==> src/rtl/ifq_if.sv <==
// Instruction fetch queue bus: fetch-side push handshake, decode-side pop
// handshake, flush request and occupancy count.
//   master : the fetch/decode environment driving the queue
//   slave  : the queue itself (ifq)
//   in_valid/in_code/in_pcc/in_ready    push side
//   out_valid/out_code/out_pcc/out_ready pop side (first-word-fall-through)
//   flush                                discard every entry
//   count                                number of valid entries, CW bits
interface ifq_if #(
  parameter int unsigned DEPTH = 2
);
  localparam int unsigned CW = $clog2(DEPTH) + 1;

  logic          in_valid;
  logic [31:0]   in_code;
  logic [31:0]   in_pcc;
  logic          in_ready;
  logic          out_valid;
  logic [31:0]   out_code;
  logic [31:0]   out_pcc;
  logic          out_ready;
  logic          flush;
  logic [CW-1:0] count;

  modport master (
    output in_valid, in_code, in_pcc, out_ready, flush,
    input  in_ready, out_valid, out_code, out_pcc, count
  );

  modport slave (
    input  in_valid, in_code, in_pcc, out_ready, flush,
    output in_ready, out_valid, out_code, out_pcc, count
  );
endinterface

==> src/rtl/ifq.sv <==
// Instruction fetch queue: DEPTH-entry FIFO (DEPTH = 2, 4 or 8) between the
// fetch and decode stages, holding {instruction word, link address} pairs.
// First-word-fall-through; a push is visible one cycle later, never bypassed.
// Ports:
//   clk    single clock, rising edge
//   reset  synchronous, active-high; priority over flush, push and pop
//   bus    ifq_if.slave (push/pop handshakes, flush, count)
// Optional feature: define IFQ_STALL_CNT_EN to add output stall_cnt[15:0],
// a saturating count of edges where the head is valid but not consumed.
module ifq #(
  parameter int unsigned DEPTH = 2
) (
  input  logic        clk,
  input  logic        reset,
  ifq_if.slave        bus
`ifdef IFQ_STALL_CNT_EN
  ,
  output logic [15:0] stall_cnt
`endif
);
  localparam int unsigned PW = $clog2(DEPTH);
  localparam int unsigned CW = PW + 1;
  localparam logic [CW-1:0] DepthC = CW'(DEPTH);

  // Entry storage is not reset; empty-state outputs are masked to zero.
  logic [31:0]   code_q [DEPTH];
  logic [31:0]   pcc_q  [DEPTH];

  logic [PW-1:0] head_q, head_d;
  logic [PW-1:0] tail_q, tail_d;
  logic [CW-1:0] count_q, count_d;
  logic          push, pop;
  logic          out_valid, in_ready;

  // Handshake status depends on registered state only.
  assign out_valid = (count_q != '0);
  assign in_ready  = (count_q < DepthC);

  always_comb begin
    push    = bus.in_valid && in_ready && !bus.flush;
    pop     = out_valid && bus.out_ready && !bus.flush;
    head_d  = head_q;
    tail_d  = tail_q;
    count_d = count_q;
    if (bus.flush) begin
      head_d  = '0;
      tail_d  = '0;
      count_d = '0;
    end else begin
      if (push) tail_d = tail_q + PW'(1);
      if (pop)  head_d = head_q + PW'(1);
      if (push && !pop) begin
        count_d = count_q + CW'(1);
      end else if (pop && !push) begin
        count_d = count_q - CW'(1);
      end
    end
  end

  always_ff @(posedge clk) begin
    if (reset) begin
      head_q  <= '0;
      tail_q  <= '0;
      count_q <= '0;
    end else begin
      head_q  <= head_d;
      tail_q  <= tail_d;
      count_q <= count_d;
    end
  end

  always_ff @(posedge clk) begin
    if (push && !reset) begin
      code_q[tail_q] <= bus.in_code;
      pcc_q[tail_q]  <= bus.in_pcc;
    end
  end

  assign bus.in_ready  = in_ready;
  assign bus.out_valid = out_valid;
  assign bus.out_code  = out_valid ? code_q[head_q] : '0;
  assign bus.out_pcc   = out_valid ? pcc_q[head_q]  : '0;
  assign bus.count     = count_q;

`ifdef IFQ_STALL_CNT_EN
  logic [15:0] stall_cnt_q, stall_cnt_d;

  always_comb begin
    stall_cnt_d = stall_cnt_q;
    if (out_valid && !bus.out_ready && !bus.flush && (stall_cnt_q != 16'hFFFF)) begin
      stall_cnt_d = stall_cnt_q + 16'd1;
    end
  end

  always_ff @(posedge clk) begin
    if (reset) begin
      stall_cnt_q <= '0;
    end else begin
      stall_cnt_q <= stall_cnt_d;
    end
  end

  assign stall_cnt = stall_cnt_q;
`endif
endmodule

==> src/flat_wrapper.sv <==
// flat-port wrapper written by rule: the top's interface ports become plain ports
module ifq_flat 
#(
  parameter int unsigned DEPTH = 2
)
  (clk, reset, bus_in_valid, bus_in_code, bus_in_pcc, bus_out_ready, bus_flush, bus_in_ready, bus_out_valid, bus_out_code, bus_out_pcc, bus_count);
  ifq_if #(.DEPTH(DEPTH)) bus_i ();
  input  logic clk;
  input  logic reset;
  input wire logic [$bits(bus_i.in_valid)-1:0] bus_in_valid;
  input wire logic [$bits(bus_i.in_code)-1:0] bus_in_code;
  input wire logic [$bits(bus_i.in_pcc)-1:0] bus_in_pcc;
  input wire logic [$bits(bus_i.out_ready)-1:0] bus_out_ready;
  input wire logic [$bits(bus_i.flush)-1:0] bus_flush;
  output wire logic [$bits(bus_i.in_ready)-1:0] bus_in_ready;
  output wire logic [$bits(bus_i.out_valid)-1:0] bus_out_valid;
  output wire logic [$bits(bus_i.out_code)-1:0] bus_out_code;
  output wire logic [$bits(bus_i.out_pcc)-1:0] bus_out_pcc;
  output wire logic [$bits(bus_i.count)-1:0] bus_count;
  assign bus_i.in_valid = bus_in_valid;
  assign bus_i.in_code = bus_in_code;
  assign bus_i.in_pcc = bus_in_pcc;
  assign bus_i.out_ready = bus_out_ready;
  assign bus_i.flush = bus_flush;
  assign bus_in_ready = bus_i.in_ready;
  assign bus_out_valid = bus_i.out_valid;
  assign bus_out_code = bus_i.out_code;
  assign bus_out_pcc = bus_i.out_pcc;
  assign bus_count = bus_i.count;
  ifq #(.DEPTH(DEPTH)) u_core (.clk(clk), .reset(reset), .bus(bus_i));
endmodule
==> config.mk <==
export PLATFORM = sky130hd
export DESIGN_NAME = ifq_flat
export DESIGN_NICKNAME = d
export VERILOG_FILES = /design/src/rtl/ifq_if.sv /design/src/rtl/ifq.sv /design/src/flat_wrapper.sv
export SDC_FILE = /design/constraint.sdc
export NUM_CORES = 1
export LEC_CHECK = 0
export CAP_MARGIN = 5
export CORE_MARGIN = 2
export CORE_UTILIZATION = 54
export CTS_BUF_LIST = sky130_fd_sc_hd__clkbuf_4
export CTS_CLUSTER_DIAMETER = 40
export DETAILED_ROUTE_END_ITERATION = 12
export PLACE_DENSITY_LB_ADDON = 0.25
export SETUP_SLACK_MARGIN = 0.3
export SLEW_MARGIN = 20
export SYNTH_ARGS = -nofsm -noshare
export SYNTH_HDL_FRONTEND = slang
export SYNTH_SLANG_ARGS = --single-unit
==> constraint.sdc <==
create_clock -name clk -period 23.3 [get_ports clk]
set_input_delay 2.33 -clock clk [delete_from_list [all_inputs] [get_ports clk]]
set_output_delay 2.33 -clock clk [all_outputs]
set_load 0.01 [all_outputs]
==> run metrics <==
# IOs=between 100 and 150; GRT met1 Usage=a little under a quarter; per-cell routed wire length=17.1 µm; max cap viols=0; Setup CP Type=reg -> out; slowest CP cell=dfxtp_4; Worst EP required=20970 ps; pwr/cell area=~66 nW/µm²; Post-Syn Area=between 5000 and 6000 µm²; setup TNS=0 ps; status=completed; syn_area_per_cell=approximately 17 µm²; Synth Net Count=368; initial antenna violation count=0; GRT busiest layer=met2; vias in the first global route=3014; fmax=0.198 GHz; # hold bufs at CTS=0; H-Tree Depth=4; initial cell density of the core=55.4%; Hold Path Class=reg -> reg; max incr delay on CP=710 ps; Mapped Cells=298; Post-CTS Setup Bufs=0; post_cts resized=0; Pleak=around 2.1 nW; Total GRT Usage=19.4%; endpoint type of the worst setup path=primary output; WP buf/inv=2; sequential area share after synthesis=between 70% and 80%; drt drc=0; Min Hold Slack=592 ps; flop2flop setup slack=between 20000 and 25000 ps; clock buffer depth=2; Clock Tree Root=clkbuf_4; final worst path period share=21.6%; unrepaired setup endpoints after global routing=false; Netlist cell types=20; Routability Congestion=0.794; IO buf count=about 140; grt ovf=0; CTS tree=yes; Die Ht=roughly 100 µm; vias per cell=5.15; final worst path period need=5040 ps; WL final=between 9000 and 10000 µm; Final Skew=14.2 ps; Clk Latency, worst-skew pair=490 ps; Initial DRC Count=203; CTS Buf Count=17; ANT nets after route=0; CTS sink cnt=133; nets=514; Vias=2926; Cell Rows=35; global routing met2 resource utilization=33.4%; # setup viols final=0; slew margin rel.=around 53%; die width=~100 µm; critical path launch point type=flop; Clk pin slew, worst setup/hold paths=around 110 ps; layout cells sized above 1=about 9.6%; WP data arrival=between 2000 and 3000 ps; CP max FO=34; Die Area=10200 µm²; Hold Vio Cnt, Final=0; Worst VDD drop=0.0000389 V; Worst-Margin Slew=between 600 and 700 ps; fin. max-slew vios=0; Pre-antenna DRT Iters=5; Area Overhead vs Synth=34.2%; diode count=0; flops & latches, synth=133; pin count of the biggest net entering global routing=66; crit-path cells=buf_4, mux2i_1, nor2_1, clkdlybuf4s50_1; first-pass GRT wire length=14600 µm; met3 usage=5.41%; Final HPWL DP=6190 µm; Yosys warnings=0; core box area=9150 µm²; CP top delay family=buffers and inverters
[state kept, by name, indices dropped and copies added, names as in the netlist, named ones only]
| name | count |
|---|---|
| u_core.tail_q | 1 |
| u_core.head_q | 1 |
| u_core.bus.count | 2 |
| u_core.code_q | 64 |
| u_core.pcc_q | 64 |
[path summary, 6_finish.rpt]
| check | from | to | cells past startpoint |
|---|---|---|---|
| hold / removal | u_core.tail_q | u_core.tail_q | 2 |
| hold reg to reg | u_core.tail_q | u_core.tail_q | 2 |
| setup reg to reg | u_core.bus.count[1] | u_core.bus.count[1] | 5 |
| setup / recovery | flop | bus_out_pcc[19] | 4 |
[synth_stat cells]
| master | n | area (µm²) |
|---|---|---|
| nor2_1 | 66 | 248 |
| mux2i_1 | 64 | 641 |
| edfxtp_1 | 128 | 3840 |
| ha_1 | 1 | 12.5 |
| a211oi_2 | 1 | 12.5 |
| nand2b_1 | 1 | 6.26 |
| inv_1 | 2 | 7.51 |
| dfxtp_1 | 5 | 100 |
| nor2b_1 | 1 | 6.26 |
| xor2_1 | 3 | 26.3 |
| buf_2 | 4 | 20.0 |
| nor4_1 | 1 | 6.26 |
| nor3_1 | 4 | 20.0 |
| or3_1 | 1 | 6.26 |
| nor4b_1 | 1 | 8.76 |
| o21ai_0 | 2 | 10.0 |
| clkbuf_1 | 1 | 3.75 |
| or2_2 | 1 | 6.26 |
| xnor2_1 | 1 | 8.76 |
| buf_4 | 10 | 75.1 |
[metrics by stage]
step | setup WS, ps | util, % | instance area (µm²) | instances | power, mW
after global placement | 18790 | 71.4 | 6540 | 536 | 0.315
after CTS | 18170 | 74.3 | 6800 | 568 | 0.454
after floorplan | 13550 | - | 5070 | 298 | 0.290
after global routing | 18060 | 74.3 | 6800 | 568 | 0.467
final | 18260 | 74.3 | 6800 | 568 | 0.450
after detailed placement | 18800 | 71.4 | 6540 | 536 | 0.316
[layer usage]
| layer | routed length [µm] | part of all wire, % |
|---|---|---|
| met4 | 139 | 1.4 |
| met2 | 5200 | 54 |
| met1 | 3790 | 39 |
| met5 | 0 | 0 |
| met3 | 566 | 5.8 |
[report_power, final]
part           internal (mW)  switching [mW]  total [mW]
combinational         0.0239          0.0178      0.0417
sequential             0.267         0.00212       0.269
clock                 0.0548          0.0847       0.140
total                  0.346           0.105       0.450
[layout make-up]
cell class                 instances  area [µm²]
clock buffer                      18         135
clock inverter                    14         129
fill                             599        2350
inverter                           2        7.51
multi-input combinational        148        1040
sequential                       133        3950
tap                              111         139
timing repair buffer             142        1410
[cell usage in the layout (no fill, tap or decap), types with 2 or more instances in the layout]
master / count
nor3_1: 4
clkinvlp_4: 6
inv_6: 3
inv_1: 2
xor2_1: 3
clkdlybuf4s50_1: 136
clkinv_2: 2
clkbuf_4: 18
o21ai_0: 2
clkinv_4: 2
mux2i_1: 64
buf_4: 6
edfxtp_1: 128
dfxtp_1: 4
nor2_1: 65
[worst min-delay path, stage by stage, from the launching register on]
cell and delay (ps):
dfxtp_1 360, xnor2_1 160, nor3_1 40
[cells by family (layout without fill, tap and decap cells)]
group | after synthesis | count (layout) | share of synthesized area (%)
buf+inv | 17 | 176 | 2.10
simple gates | 76 | 76 | 6.07
compound gates | 3 | 3 | 0.444
mux | 64 | 64 | 12.6
xor+xnor | 4 | 4 | 0.691
flops | 133 | 133 | 77.8
fa+ha+maj | 1 | 1 | 0.247
No activity file was read; power rests on OpenSTA's default activity.
